## src/rtl/i2c_slave_regfile.sv

```systemverilog
// I2C target, oversampled on clk, driving a byte-pointer register-bank interface.
// Optional macro I2C_SLAVE_GLITCH_FILTER_EN adds a 3-sample majority filter after each synchroniser.
`timescale 1ns/1ps
module i2c_slave_regfile #(
    parameter logic [6:0] SLAVE_ADDR = 7'h2A,
    parameter int         NUM_REGS   = 16,
    parameter int         PTR_RESET  = 0,
    localparam int        PTR_W      = $clog2(NUM_REGS)
) (
    input  logic             clk,
    input  logic             rst_n,
    input  logic             scl_i,
    input  logic             sda_i,
    output logic             sda_oe,
    output logic [PTR_W-1:0] reg_ptr,
    input  logic [7:0]       reg_rd_data,
    output logic             reg_wr_en,
    output logic [7:0]       reg_wr_data,
    output logic             busy,
    output logic             xfer_done,
    output logic [3:0]       state
);

    localparam logic [3:0] S_IDLE      = 4'd0;
    localparam logic [3:0] S_ADDR      = 4'd1;
    localparam logic [3:0] S_IGNORE    = 4'd2;
    localparam logic [3:0] S_ADDR_ACK  = 4'd3;
    localparam logic [3:0] S_PTR       = 4'd4;
    localparam logic [3:0] S_PTR_ACK   = 4'd5;
    localparam logic [3:0] S_WDATA     = 4'd6;
    localparam logic [3:0] S_WDATA_ACK = 4'd7;
    localparam logic [3:0] S_RDATA     = 4'd8;
    localparam logic [3:0] S_RACK      = 4'd9;

    logic [1:0] scl_sync, sda_sync;
    logic       scl_v, sda_v, scl_p, sda_p;
    logic       scl_rise, scl_fall, start_ev, stop_ev;

    always_ff @(posedge clk or negedge rst_n) begin
        if (!rst_n) begin
            scl_sync <= 2'b11;
            sda_sync <= 2'b11;
        end else begin
            scl_sync <= {scl_sync[0], scl_i};
            sda_sync <= {sda_sync[0], sda_i};
        end
    end

`ifdef I2C_SLAVE_GLITCH_FILTER_EN
    logic [1:0] scl_hist, sda_hist;

    // A level must be seen on two of the last three samples before it propagates.
    always_ff @(posedge clk or negedge rst_n) begin
        if (!rst_n) begin
            scl_hist <= 2'b11;
            sda_hist <= 2'b11;
            scl_v    <= 1'b1;
            sda_v    <= 1'b1;
        end else begin
            scl_hist <= {scl_hist[0], scl_sync[1]};
            sda_hist <= {sda_hist[0], sda_sync[1]};
            scl_v    <= (scl_sync[1] & scl_hist[0]) | (scl_sync[1] & scl_hist[1]) | (scl_hist[0] & scl_hist[1]);
            sda_v    <= (sda_sync[1] & sda_hist[0]) | (sda_sync[1] & sda_hist[1]) | (sda_hist[0] & sda_hist[1]);
        end
    end
`else
    assign scl_v = scl_sync[1];
    assign sda_v = sda_sync[1];
`endif

    always_ff @(posedge clk or negedge rst_n) begin
        if (!rst_n) begin
            scl_p <= 1'b1;
            sda_p <= 1'b1;
        end else begin
            scl_p <= scl_v;
            sda_p <= sda_v;
        end
    end

    assign scl_rise = scl_v & ~scl_p;
    assign scl_fall = ~scl_v & scl_p;
    assign start_ev = scl_v & scl_p & sda_p & ~sda_v;
    assign stop_ev  = scl_v & scl_p & ~sda_p & sda_v;

    logic [6:0]       shreg;
    logic [7:0]       rx_byte;
    logic [2:0]       cnt;
    logic             phase, rw, ptr_inc;
    logic [PTR_W-1:0] ptr_next, ptr_load;

    assign rx_byte  = {shreg, sda_v};
    assign ptr_next = (reg_ptr == PTR_W'(NUM_REGS - 1)) ? '0 : reg_ptr + PTR_W'(1);
    assign ptr_load = PTR_W'(int'(rx_byte) % NUM_REGS);

    always_ff @(posedge clk or negedge rst_n) begin
        if (!rst_n) begin
            state       <= S_IDLE;
            sda_oe      <= 1'b0;
            reg_ptr     <= PTR_W'(PTR_RESET);
            reg_wr_en   <= 1'b0;
            reg_wr_data <= 8'h00;
            busy        <= 1'b0;
            xfer_done   <= 1'b0;
            shreg       <= 7'h00;
            cnt         <= 3'd0;
            phase       <= 1'b0;
            rw          <= 1'b0;
            ptr_inc     <= 1'b0;
        end else begin
            reg_wr_en <= 1'b0;
            xfer_done <= 1'b0;
            ptr_inc   <= 1'b0;
            if (ptr_inc) reg_ptr <= ptr_next;
            // Bus conditions override whatever the byte engine is doing.
            if (start_ev) begin
                state  <= S_ADDR;
                cnt    <= 3'd7;
                sda_oe <= 1'b0;
                phase  <= 1'b0;
            end else if (stop_ev) begin
                state     <= S_IDLE;
                sda_oe    <= 1'b0;
                busy      <= 1'b0;
                reg_ptr   <= PTR_W'(PTR_RESET);
                xfer_done <= busy;
                phase     <= 1'b0;
            end else begin
                case (state)
                    S_IDLE, S_IGNORE: sda_oe <= 1'b0;
                    S_ADDR, S_PTR, S_WDATA: if (scl_rise) begin
                        shreg <= rx_byte[6:0];
                        cnt   <= cnt - 3'd1;
                        if (cnt == 3'd0) begin
                            if (state == S_ADDR) begin
                                if (rx_byte[7:1] == SLAVE_ADDR && rx_byte[7:1] != 7'h00) begin
                                    busy  <= 1'b1;
                                    rw    <= rx_byte[0];
                                    state <= S_ADDR_ACK;
                                end else begin
                                    busy  <= 1'b0;
                                    state <= S_IGNORE;
                                end
                            end else if (state == S_PTR) begin
                                reg_ptr <= ptr_load;
                                state   <= S_PTR_ACK;
                            end else begin
                                reg_wr_data <= rx_byte;
                                reg_wr_en   <= 1'b1;
                                ptr_inc     <= 1'b1;
                                state       <= S_WDATA_ACK;
                            end
                        end
                    end
                    S_ADDR_ACK, S_PTR_ACK, S_WDATA_ACK: if (scl_fall) begin
                        if (!phase) begin
                            sda_oe <= 1'b1;
                            phase  <= 1'b1;
                        end else begin
                            phase  <= 1'b0;
                            sda_oe <= 1'b0;
                            cnt    <= 3'd7;
                            if (state == S_ADDR_ACK && rw) begin
                                shreg  <= reg_rd_data[6:0];
                                sda_oe <= ~reg_rd_data[7];
                                state  <= S_RDATA;
                            end else if (state == S_ADDR_ACK) begin
                                state <= S_PTR;
                            end else begin
                                state <= S_WDATA;
                            end
                        end
                    end
                    S_RDATA: if (scl_fall) begin
                        if (cnt != 3'd0) begin
                            sda_oe <= ~shreg[6];
                            shreg  <= {shreg[5:0], 1'b0};
                            cnt    <= cnt - 3'd1;
                        end else begin
                            sda_oe  <= 1'b0;
                            reg_ptr <= ptr_next;
                            state   <= S_RACK;
                        end
                    end
                    S_RACK: begin
                        // phase 0 waits for the master's ACK bit, phase 1 for the fall that starts the next byte
                        if (!phase) begin
                            if (scl_rise) begin
                                if (!sda_v) begin
                                    phase <= 1'b1;
                                end else begin
                                    busy  <= 1'b0;
                                    state <= S_IGNORE;
                                end
                            end
                        end else if (scl_fall) begin
                            phase  <= 1'b0;
                            shreg  <= reg_rd_data[6:0];
                            sda_oe <= ~reg_rd_data[7];
                            cnt    <= 3'd7;
                            state  <= S_RDATA;
                        end
                    end
                    default: state <= S_IDLE;
                endcase
            end
        end
    end

endmodule

```

## config.mk

```make
export PLATFORM = sky130hd
export DESIGN_NAME = i2c_slave_regfile
export DESIGN_NICKNAME = d
export VERILOG_FILES = /design/src/rtl/i2c_slave_regfile.sv
export SDC_FILE = /design/constraint.sdc
export NUM_CORES = 1
export LEC_CHECK = 0
export BUFFER_PORTS_ARGS = -buffer_cell sky130_fd_sc_hd__buf_2
export CORE_ASPECT_RATIO = 1.1
export CORE_MARGIN = 5
export CORE_UTILIZATION = 30
export CTS_CLUSTER_SIZE = 14
export DETAILED_ROUTE_END_ITERATION = 6
export SLEW_MARGIN = 25
export SYNTH_ARGS = -nofsm -noshare
export SYNTH_HDL_FRONTEND = slang
export SYNTH_SLANG_ARGS = --single-unit
```

## constraint.sdc

```tcl
create_clock -name clk -period 2.26 [get_ports clk]
set_input_delay 0.113 -clock clk [delete_from_list [all_inputs] [get_ports clk]]
set_output_delay 0.113 -clock clk [all_outputs]
set_load 0.005 [all_outputs]
```

==> impl_metrics.sql, run 1 <==
INSERT INTO impl_metrics (metric_group, metric, value, unit) VALUES
('outcome', 'run_status', 'completed', ''),
('critical_path', 'crit_path_cell_trace', 'or4b_4 -> o2111ai_4 -> a221oi_2 -> or2_4 -> nor3_4 -> buf_6 -> mux2_4', ''),
('cts', 'cts_tree', 'built', ''),
('drt', 'drt_wl_total', '6390', 'µm'),
('sta', 'final.setup_skew', '0.00536', 'ns'),
('floorplan', 'dieHeight', '103', 'µm'),
('drt', 'route.detailed.vias_per_inst', '5.10', ''),
('critical_path', 'criticalPathCategory', 'reg2reg', ''),
('synth', 'synth.cell_area', '2350', 'µm²'),
('critical_path', 'worst_path_max_delay_cell', 'sky130_fd_sc_hd__dfstp_2', ''),
('synth', 'synth_commonest_cells', '45 x sky130_fd_sc_hd__nand2_1, 32 x sky130_fd_sc_hd__dfrtp_1, 23 x sky130_fd_sc_hd__o21ai_0', ''),
('layout', 'post_route_cells_drive_above_1_share', '30.6', '%'),
('grt', 'grt_first_pass_wirelength', '10400', 'µm'),
('placement', 'dp_hpwl', '4610', 'µm'),
('layout', 'insertedDiodeCount', '0', ''),
('drt', 'drc', '0', ''),
('critical_path', 'endpoint_arrival_time_on_the_critical_path', '2.41', 'ns'),
('cts', 'cts_sinks', '38', ''),
('critical_path', 'timing.critical_path.max_delay_family', 'simple AND/OR/NAND/NOR gates', ''),
('placement', 'io_buffer_count', '31', ''),
('synth', 'synthCells', '265', ''),
('critical_path', 'crit_path_end_kind', 'register', ''),
('grt', 'grt_util_all_layers', '13.6', '%'),
('cts', 'cts_root_buffer', 'sky130_fd_sc_hd__clkbuf_8', ''),
('synth', 'synth_top_area_cell', 'sky130_fd_sc_hd__dfrtp_1', ''),
('layout', 'area_added_between_synthesis_and_finish', '28.1', '%'),
('grt', 'grt-ovfl-total', '0', ''),
('synth', 'synth.top_cells.by_area', 'sky130_fd_sc_hd__dfrtp_1 34%, sky130_fd_sc_hd__nand2_1 7.2%, sky130_fd_sc_hd__dfstp_2 6.7%', ''),
('worst_hold_path', 'hold_path.class', 'in2reg', ''),
('floorplan', 'design.portCount', '32', ''),
('sta', 'max-slew-margin-rel', '43.4', '%'),
('synth', 'ys_async_sr_fraction', '100', '%'),
('synth', 'synthesis.yosys.warnings', '0', ''),
('synth', 'number_of_synthesized_flops_with_an_enable_pin', '0', ''),
('sta', 'report.final.slew_viol_count', '0', ''),
('layout', 'layout.nets', '331', ''),
('synth', 'dominantRegCellSynth', 'sky130_fd_sc_hd__dfrtp_1', ''),
('power', 'max-vdd-ir-drop', '0.000384', 'V'),
('critical_path', 'cp-start-kind', 'register', ''),
('sta', 'timing_worst_slew_pin_value', '0.849', 'ns'),
('placement', 'placed_cells', '409', ''),
('synth', 'synth.most_common_cell', 'sky130_fd_sc_hd__nand2_1', ''),
('synth', 'ys_types', '51', ''),
('cts', 'clock_tree.buffer_depth', '2', ''),
('synth', 'syn_nets', '280', ''),
('floorplan', 'fp.dieArea', '9700', 'µm²'),
('run', 'max-cap-violations', '0', ''),
('drt', 'postRouteAntennaNets', '0', ''),
('sta', 'finalCritPeriodShare', '98.2', '%'),
('cts', 'path_clk_slew', '0.08', 'ns'),
('sta', 'finalSetupViolCount', '0', ''),
('grt', 'antenna_violations_before_repair', '0', ''),
('synth', 'synth.top_cell.area_share', '34.1', '%'),
('synth', 'post_synthesis_sequential_area_ratio', '40.8', '%'),
('cts', 'tritoncts.num_buffers', '5', ''),
('critical_path', 'worstPathMaxFanout', '4', ''),
('drt', 'routed_wire_length_per_instance', '15.1', 'µm'),
('sta', 'timing.fmax', '451', 'MHz'),
('cts', 'cts-htree-levels', '2', ''),
('critical_path', 'crit_buf_inv', '1', ''),
('placement', 'gpl.final_weighted_congestion', '0.868', ''),
('layout', 'fin_cells', '422', ''),
('sta', 'hold_viol', '0', ''),
('sta', 'fin_hold_ws', '0.112', 'ns'),
('layout', 'num-fill-cells', '771', ''),
('floorplan', 'coreArea', '7560', 'µm²'),
('grt', 'grt_max_degree', '39', ''),
('synth', 'avgSynthCellArea', '8.86', 'µm²'),
('critical_path', 'required', '2.45', 'ns'),
('sta', 'final_period_minus_worst_setup_slack', '2.22', 'ns'),
('power', 'power_per_cell_area', '907', 'nW/µm²');
## worst paths after layout
kind	from	endpoint	depth (start not counted)
worst max register to register	scl_sync[1]	shreg[4]	7
worst min register to register	sda_sync[0]	sda_sync[1]	0
min in group asynchronous	rst_n	state[1]	2
max in group asynchronous	rst_n	busy	2
worst max-delay path	scl_sync[1]	shreg[4]	7
worst min-delay path	reg_rd_data[1]	shreg[1]	3
## worst register-to-register path: cells and delay by family, from the launching register on
| family | cells | cell delay, ns |
|---|---|---|
| compound gates | 2 | 0.22 |
| flops | 1 | 0.53 |
| mux | 1 | 0.29 |
| buf+inv | 1 | 0.15 |
| simple gates | 3 | 0.93 |
## where the power goes
group	internal, W	switching [W]	total, W
logic	0.000589	0.000501	0.00109
registers	0.000786	0.000138	0.000925
clock network	0.000443	0.000272	0.000715
## through the flow
stage	power [W]	TNS (ns)	utilization (%)	worst slack [ns]	instance area [µm²]
after floorplan	0.00152	0	-	0.0158	2350
after global placement	0.00187	-0.233	36.6	-0.0395	2760
after detailed placement	0.00189	-0.479	36.6	-0.0860	2760
after CTS	0.00265	0	39.1	0.00131	2950
after global routing	0.00288	-0.0832	39.8	-0.0196	3010
final	0.00273	0	39.8	0.0414	3010
## routing by layer
metal / up-vias / routed length [µm] / GRT usage, %
met5: - / 0 / 0
met2: 55 / 3070 / 21.8
met4: 0 / 129 / 5.44
li1: 1045 / - / -
met3: 12 / 371 / 3.21
met1: 1040 / 2810 / 17.6
## placed cells by master, fill, tap and decap left out, types with 5 or more instances in the layout
cell,netlist,layout
sky130_fd_sc_hd__mux2i_1,9,9
sky130_fd_sc_hd__a21oi_1,9,9
sky130_fd_sc_hd__clkbuf_8,0,5
sky130_fd_sc_hd__nand2_1,45,44
sky130_fd_sc_hd__nor3_1,12,10
sky130_fd_sc_hd__dfstp_2,6,6
sky130_fd_sc_hd__mux2_2,14,8
sky130_fd_sc_hd__nor2_1,11,11
sky130_fd_sc_hd__o22ai_1,7,7
sky130_fd_sc_hd__buf_2,4,31
sky130_fd_sc_hd__nor2b_1,6,6
sky130_fd_sc_hd__inv_1,13,13
sky130_fd_sc_hd__buf_4,0,23
sky130_fd_sc_hd__nand2b_1,7,7
sky130_fd_sc_hd__mux2_4,0,6
sky130_fd_sc_hd__o21ai_0,23,23
sky130_fd_sc_hd__dfrtp_1,32,32
## area by class of cell
cell class / count / area, µm² / share of cell area [%]
multi-input combinational: 198 / 1330 / 44.3
sequential: 38 / 958 / 31.9
timing repair buffer: 60 / 400 / 13.3
tap: 105 / 131 / 4.37
clock buffer: 5 / 68.8 / 2.29
clock inverter: 3 / 68.8 / 2.29
inverter: 13 / 48.8 / 1.62
## registers in the layout, summed over array words and instances (netlist names), 2 cells and up
name / cells
reg_wr_data: 8
shreg: 7
reg_ptr: 4
state: 4
cnt: 3
scl_sync: 2
sda_sync: 2
## timing repair
action	in CTS	in global routing
endpoints found under the setup margin	7	12
hold buffers	3	0
buffers inserted	2	0
resized for setup	1	13
pin swaps	1	4
hold endpoints to repair	34	0
## kinds of logic after synthesis
kind of cell | count (synthesis) | synth area share, %
buf+inv | 29 | 4.85
mux | 23 | 10.5
compound gates | 64 | 17.9
flops | 38 | 40.8
simple gates | 104 | 22.8
fa+ha+maj | 3 | 1.60
xor+xnor | 4 | 1.49
No activity file was read; power rests on OpenSTA's default activity.
==> run 2, diff against run 1 <==
--- a/config.mk
+++ b/config.mk
@@ -11,2 +11,3 @@
 export CORE_UTILIZATION = 30
+export CTS_CLUSTER_DIAMETER = 50
 export CTS_CLUSTER_SIZE = 14
--- a/constraint.sdc
+++ b/constraint.sdc
@@ -3,2 +3,2 @@
 set_output_delay 0.113 -clock clk [all_outputs]
-set_load 0.005 [all_outputs]
+set_load 0.05 [all_outputs]
==> impl_metrics.sql, run 2 (same netlist as run 1, synthesis figures left out) <==
INSERT INTO impl_metrics (metric_group, metric, value, unit) VALUES
('outcome', 'run_status', 'completed', ''),
('grt', 'antenna_violations_before_repair', '0', ''),
('placement', 'placed_cells', '408', ''),
('placement', 'gpl.final_weighted_congestion', '0.896', ''),
('layout', 'registers.top_by_ff_count', 'reg_wr_data', ''),
('worst_hold_path', 'hold_path.class', 'in2reg', ''),
('sta', 'final_period_minus_worst_setup_slack', '2.20', 'ns'),
('critical_path', 'r2r.worst_path.cells', '7', ''),
('sta', 'timing.fmax', '455', 'MHz'),
('layout', 'design_area', '2950', 'µm²'),
('worst_hold_path', 'whs_endpoint', 'shreg[1]', ''),
('grt', 'first_global_vias', '2164', ''),
('critical_path', 'cp-start-kind', 'register', ''),
('layout', 'mostFrequentLayoutCells', '44 x sky130_fd_sc_hd__nand2_1, 31 x sky130_fd_sc_hd__buf_2, 29 x sky130_fd_sc_hd__dfrtp_1', ''),
('cts', 'clock_tree.buffer_depth', '2', ''),
('sta', 'max-slew-margin-rel', '42.5', '%'),
('grt', 'grt_first_pass_wirelength', '10600', 'µm'),
('worst_hold_path', 'hp-start', 'reg_rd_data[1]', ''),
('floorplan', 'fp.dieArea', '9700', 'µm²'),
('cts', 'cts_tree', 'built', ''),
('floorplan', 'die_boundary_width', '94.4', 'µm'),
('critical_path', 'worstPathMaxFanout', '3', ''),
('floorplan', 'design.portCount', '32', ''),
('floorplan', 'coreArea', '7560', 'µm²'),
('drt', 'drt_wl_total', '6370', 'µm'),
('layout', 'layout_commonest_cell', 'sky130_fd_sc_hd__nand2_1', ''),
('critical_path', 'crit_path_cell_trace', 'or4b_4 -> o2111ai_2 -> a221oi_2 -> or2_4 -> nor3_4 -> buf_4 -> mux2_2', ''),
('layout', 'post_route_cells_drive_above_1_share', '31.0', '%'),
('power', 'report.power.total', '0.00255', 'W'),
('worst_hold_path', 'holdPathStages', '3', ''),
('sta', 'rsz_0062_raised_after_global_routing', 'true', ''),
('drt', 'drc', '0', ''),
('floorplan', 'floorplan.initialDensity', '31.1', '%'),
('sta', 'hold_viol', '0', ''),
('cts', 'cts_sinks', '38', ''),
('drt', 'route.detailed.vias_per_inst', '5.09', ''),
('placement', 'placement.cell_area', '2770', 'µm²'),
('cts', 'cts-htree-levels', '2', ''),
('critical_path', 'crit_buf_inv', '1', ''),
('critical_path', 'endpoint_arrival_time_on_the_critical_path', '2.37', 'ns'),
('cts', 'cts_root_buffer', 'sky130_fd_sc_hd__clkbuf_8', ''),
('floorplan', 'fp-row-count', '33', ''),
('layout', 'insertedDiodeCount', '0', ''),
('sta', 'timing_worst_slew_pin_value', '0.862', 'ns'),
('power', 'power_per_cell_area', '867', 'nW/µm²'),
('layout', 'fin_cells', '421', ''),
('placement', 'dp_hpwl', '4750', 'µm'),
('sta', 'final.setup_skew', '0.0126', 'ns'),
('layout', 'reg_top3', 'reg_wr_data (8), shreg (7)', ''),
('cts', 'path_clk_slew', '0.09', 'ns'),
('critical_path', 'timing.critical_path.max_delay_family', 'simple AND/OR/NAND/NOR gates', ''),
('cts', 'worst_skew_pair.late_latency', '0.30', 'ns'),
('critical_path', 'critical-path-max-stage-delay', '0.53', 'ns'),
('grt', 'grt_max_degree', '39', ''),
('placement', 'io_buffer_count', '31', ''),
('critical_path', 'crit_path_end_kind', 'register', ''),
('drt', 'firstDrtPassIters', '4', ''),
('drt', 'drtIter0Drc', '143', ''),
('sta', 'finalCritPeriodShare', '97.2', '%'),
('critical_path', 'required', '2.44', 'ns'),
('critical_path', 'r2r_start', 'scl_sync[1]', ''),
('power', 'power_leakage', '1.34', 'nW'),
('run', 'max-cap-violations', '0', ''),
('drt', 'postRouteAntennaNets', '0', ''),
('sta', 'fin_hold_ws', '0.150', 'ns'),
('power', 'max-vdd-ir-drop', '0.000385', 'V'),
('grt', 'grt-ovfl-total', '0', ''),
('sta', 'finalSetupViolCount', '0', ''),
('layout', 'area_added_between_synthesis_and_finish', '25.4', '%'),
('sta', 'report.final.slew_viol_count', '0', ''),
('layout', 'layout.nets', '330', ''),
('critical_path', 'worst_r2r_endpoint', 'shreg[6]', ''),
('drt', 'vias', '2143', ''),
('floorplan', 'dieHeight', '103', 'µm'),
('critical_path', 'criticalPathCategory', 'reg2reg', ''),
('sta', 'fin_tns_setup', '0', 'ns'),
('cts', 'tritoncts.num_buffers', '5', ''),
('critical_path', 'worst_path_max_delay_cell', 'sky130_fd_sc_hd__dfstp_2', ''),
('drt', 'routed_wire_length_per_instance', '15.1', 'µm'),
('critical_path', 'r2r_slack', '0.06', 'ns'),
('layout', 'largest_register_ffs', '8', ''),
('grt', 'grt_util_all_layers', '13.8', '%');
[run 2: final cells by class]
class	count	area (µm²)
clock buffer	5	68.8
clock inverter	3	45.0
fill	757	4610
inverter	13	48.8
multi-input combinational	198	1300
sequential	38	962
tap	105	131
timing repair buffer	59	389
[run 2: metrics by stage]
step | worst slack, ns | util (%)
5_1_grt | -0.0222 | 39.0
4_1_cts | 0.0000402 | 38.9
2_1_floorplan | -0.00613 | -
3_5_place_dp | -0.0418 | 36.7
6_report | 0.0624 | 39.0
3_3_place_gp | 0.00515 | 36.7
[run 2: metal layers]
layer	track usage (%)	wire, µm
met3	2.63	315
met5	0	0
met4	4.44	64
met1	18.0	2880
met2	23.1	3110
[run 2: report_power, final]
group / switching [W] / internal (W) / leakage [nW]
Sequential: 0.000135 / 0.000788 / 0.486
Combinational: 0.000530 / 0.000504 / 0.800
Clock: 0.000268 / 0.000329 / 0.0504
Total: 0.000933 / 0.00162 / 1.34
[run 2: worst register-to-register path: cells and delay by family, from the launching register on]
kind / cells / cell delay (ns)
AND/OR/NAND/NOR: 3 / 0.86
flip-flops: 1 / 0.53
multiplexers: 1 / 0.32
AO/OA/AOI/OAI: 2 / 0.22
buffers and inverters: 1 / 0.15
[run 2: worst max-delay path by stage]
stage,startpoint,endpoint,slack (ns),depth (start not counted)
floorplan,state[1],shreg[0],-0.006,6
global placement,scl_sync[1],shreg[2],0.005,6
detailed placement,scl_sync[1],shreg[3],-0.04,6
CTS,scl_sync[1],shreg[6],0.00004,7
global route,scl_sync[1],shreg[6],-0.02,7
finish,scl_sync[1],shreg[6],0.06,7
[run 2: what timing repair did]
action	4_1_cts	5_1_grt
hold buffers	3	0
buffers inserted	2	0
setup endpoints to repair	7	11
gates resized for setup	2	2
pin swaps	3	1
hold endpoints to repair	34	0
==> run 3, diff against run 2 <==
- CELL_PAD_IN_SITES_DETAIL_PLACEMENT: unset -> 0
- CELL_PAD_IN_SITES_GLOBAL_PLACEMENT: unset -> 2
- CORE_UTILIZATION: 30 -> 32
- PLACE_DENSITY_LB_ADDON: unset -> 0.1
==> impl_metrics.sql, run 3 (same netlist as run 1, synthesis figures left out) <==
INSERT INTO impl_metrics (metric_group, metric, value, unit) VALUES
('outcome', 'run_status', 'completed', ''),
('floorplan', 'design.portCount', '32', ''),
('grt', 'grt-ovfl-total', '0', ''),
('drt', 'postRouteAntennaNets', '0', ''),
('critical_path', 'timing.critical_path.max_delay_family', 'simple AND/OR/NAND/NOR gates', ''),
('floorplan', 'die_boundary_width', '91.7', 'µm'),
('drt', 'drtIter0Drc', '105', ''),
('drt', 'vias', '2164', ''),
('cts', 'tritoncts.num_buffers', '5', ''),
('power', 'switching_power', '0.000960', 'W'),
('sta', 'hold_viol', '0', ''),
('sta', 'timing.fmax', '458', 'MHz'),
('layout', 'area_added_between_synthesis_and_finish', '28.3', '%'),
('cts', 'clock_tree.buffer_depth', '2', ''),
('drt', 'firstDrtPassIters', '4', ''),
('layout', 'layout_commonest_cell', 'sky130_fd_sc_hd__nand2_1', ''),
('floorplan', 'fp-row-count', '32', ''),
('layout', 'layout.nets', '334', ''),
('placement', 'io_buffer_count', '31', ''),
('sta', 'final.setup_skew', '0.00805', 'ns'),
('cts', 'path_clk_slew', '0.08', 'ns'),
('drt', 'drc', '0', ''),
('run', 'max-cap-violations', '0', ''),
('sta', 'rsz_0062_raised_after_global_routing', 'false', ''),
('grt', 'antenna_violations_before_repair', '0', ''),
('sta', 'max-slew-margin-rel', '42.4', '%'),
('placement', 'dp_hpwl', '5110', 'µm'),
('worst_hold_path', 'hold_path.class', 'in2reg', ''),
('cts', 'cts_root_buffer', 'sky130_fd_sc_hd__clkbuf_8', ''),
('grt', 'first_global_vias', '2153', ''),
('critical_path', 'crit_path_cell_trace', 'or4b_4 -> o2111ai_4 -> a221oi_2 -> or2_4 -> nor3_4 -> buf_12 -> mux2_2', ''),
('sta', 'finalSetupViolCount', '0', ''),
('layout', 'insertedDiodeCount', '0', ''),
('layout', 'num-fill-cells', '714', ''),
('floorplan', 'fp.dieArea', '9150', 'µm²'),
('sta', 'final_period_minus_worst_setup_slack', '2.18', 'ns'),
('layout', 'finish.utilization', '42.5', '%'),
('critical_path', 'r2r.worst_path.cells', '7', ''),
('grt', 'grt_max_degree', '39', ''),
('worst_hold_path', 'holdPathStages', '3', ''),
('layout', 'reg_top3', 'reg_wr_data (8), shreg (7)', ''),
('critical_path', 'cp_num_cells', '7', ''),
('sta', 'report.final.slew_viol_count', '0', ''),
('critical_path', 'critical-path-max-stage-delay', '0.53', 'ns'),
('power', 'netSwitchingFraction', '34.4', '%'),
('placement', 'dpl_worst_slack', '-0.0181', 'ns'),
('drt', 'route.detailed.vias_per_inst', '5.34', ''),
('placement', 'gpl.final_weighted_congestion', '0.806', ''),
('power', 'power_per_cell_area', '926', 'nW/µm²'),
('sta', 'final_critical_path_setup_slack', '0.0779', 'ns'),
('power', 'sequentialPowerShare', '33.1', '%'),
('layout', 'mostFrequentLayoutCells', '45 x sky130_fd_sc_hd__nand2_1, 31 x sky130_fd_sc_hd__buf_2, 29 x sky130_fd_sc_hd__dfrtp_1', ''),
('power', 'proportion_of_power_drawn_by_combinational_gates', '40.9', '%'),
('floorplan', 'floorplan.initialDensity', '33.1', '%'),
('layout', 'largest_register_ffs', '8', ''),
('power', 'power.share.clock', '26.0', '%'),
('critical_path', 'required', '2.44', 'ns'),
('power', 'max-vdd-ir-drop', '0.000373', 'V'),
('floorplan', 'dieHeight', '99.9', 'µm'),
('layout', 'registers.top_by_ff_count', 'reg_wr_data', ''),
('cts', 'cts_sinks', '38', ''),
('sta', 'finalCritPeriodShare', '96.6', '%'),
('cts', 'cts-htree-levels', '2', ''),
('critical_path', 'criticalPathCategory', 'reg2reg', ''),
('floorplan', 'coreArea', '7090', 'µm²'),
('placement', 'placement.cell_area', '2790', 'µm²'),
('layout', 'post_route_cells_drive_above_1_share', '32.2', '%'),
('drt', 'drt_wl_total', '6970', 'µm'),
('power', 'power_leakage', '1.38', 'nW'),
('drt', 'routed_wire_length_per_instance', '17.2', 'µm'),
('power', 'report.power.total', '0.00279', 'W'),
('power', 'power_report.internal_total', '0.00183', 'W'),
('critical_path', 'cp-start-kind', 'register', ''),
('critical_path', 'worst_path_max_delay_cell', 'sky130_fd_sc_hd__dfstp_2', ''),
('critical_path', 'endpoint_arrival_time_on_the_critical_path', '2.37', 'ns'),
('sta', 'timing_worst_slew_pin_value', '0.864', 'ns'),
('critical_path', 'crit_path_end_kind', 'register', ''),
('critical_path', 'crit_buf_inv', '1', ''),
('grt', 'grt_first_pass_wirelength', '11300', 'µm'),
('grt', 'grt_util_all_layers', '15.7', '%'),
('cts', 'worst_skew_pair.late_latency', '0.29', 'ns'),
('critical_path', 'worstPathMaxFanout', '7', ''),
('layout', 'design_area', '3010', 'µm²'),
('cts', 'cts_tree', 'built', '');
run 3: power by group through the flow:
stage	sequential, W	combinational, W	clock [W]
after floorplan	0.000924	0.000656	0
after global placement	0.000942	0.00107	0
after detailed placement	0.000941	0.00106	0
after CTS	0.000929	0.00115	0.000754
after global routing	0.000945	0.00124	0.000788
final	0.000924	0.00114	0.000727
run 3: timing repair:
item                                    in CTS  in global routing
cloned                                       0                  0
endpoints found under the setup margin       6                 11
hold buffers                                 3                  0
endpoints found under the hold margin       34                  0
setup buffers                                2                  0
pin swaps                                    3                  3
gates resized for setup                      3                  3
run 3: tightest hold or removal path: stages:
cell and delay [ns]:
sky130_fd_sc_hd__buf_2 0.08, sky130_fd_sc_hd__mux2i_1 0.05, sky130_fd_sc_hd__mux2i_1 0.12
run 3: final cells by class:
| class | count | area [µm²] | share of cell area, % |
|---|---|---|---|
| Tap cell | 85 | 106 | 3.53 |
| Sequential cell | 38 | 962 | 31.9 |
| Inverter | 13 | 48.8 | 1.62 |
| Clock inverter | 2 | 60.1 | 1.99 |
| Timing Repair Buffer | 63 | 440 | 14.6 |
| Clock buffer | 6 | 82.6 | 2.74 |
| Multi-Input combinational cell | 198 | 1310 | 43.6 |
run 3: final timing paths:
kind,start,endpoint,slack [ns]
max,scl_sync[1],shreg[5],0.08
min,reg_rd_data[1],shreg[1],0.12
max reg2reg,scl_sync[1],shreg[5],0.08
min reg2reg,sda_sync[0],sda_sync[1],0.37
max in group asynchronous,rst_n,state[2],1.19
min in group asynchronous,rst_n,reg_wr_data[5],0.46
run 3: routing by layer:
metal | GRT usage [%] | wire, µm | up-vias
met4 | 5.80 | 133 | 0
met2 | 25.9 | 3390 | 49
met5 | 0 | 0 | -
met1 | 21.1 | 3180 | 1049
li1 | - | - | 1052
met3 | 2.25 | 265 | 14
run 3: stage by stage:
step           setup TNS [ns]  hold slack, ns  instances
2_1_floorplan         -0.0368          -0.183        265
3_3_place_gp                0           0.218        392
3_5_place_dp          -0.0895           0.220        392
4_1_cts              -0.00567           0.105        405
5_1_grt                     0           0.157        405
6_report                    0           0.119        405
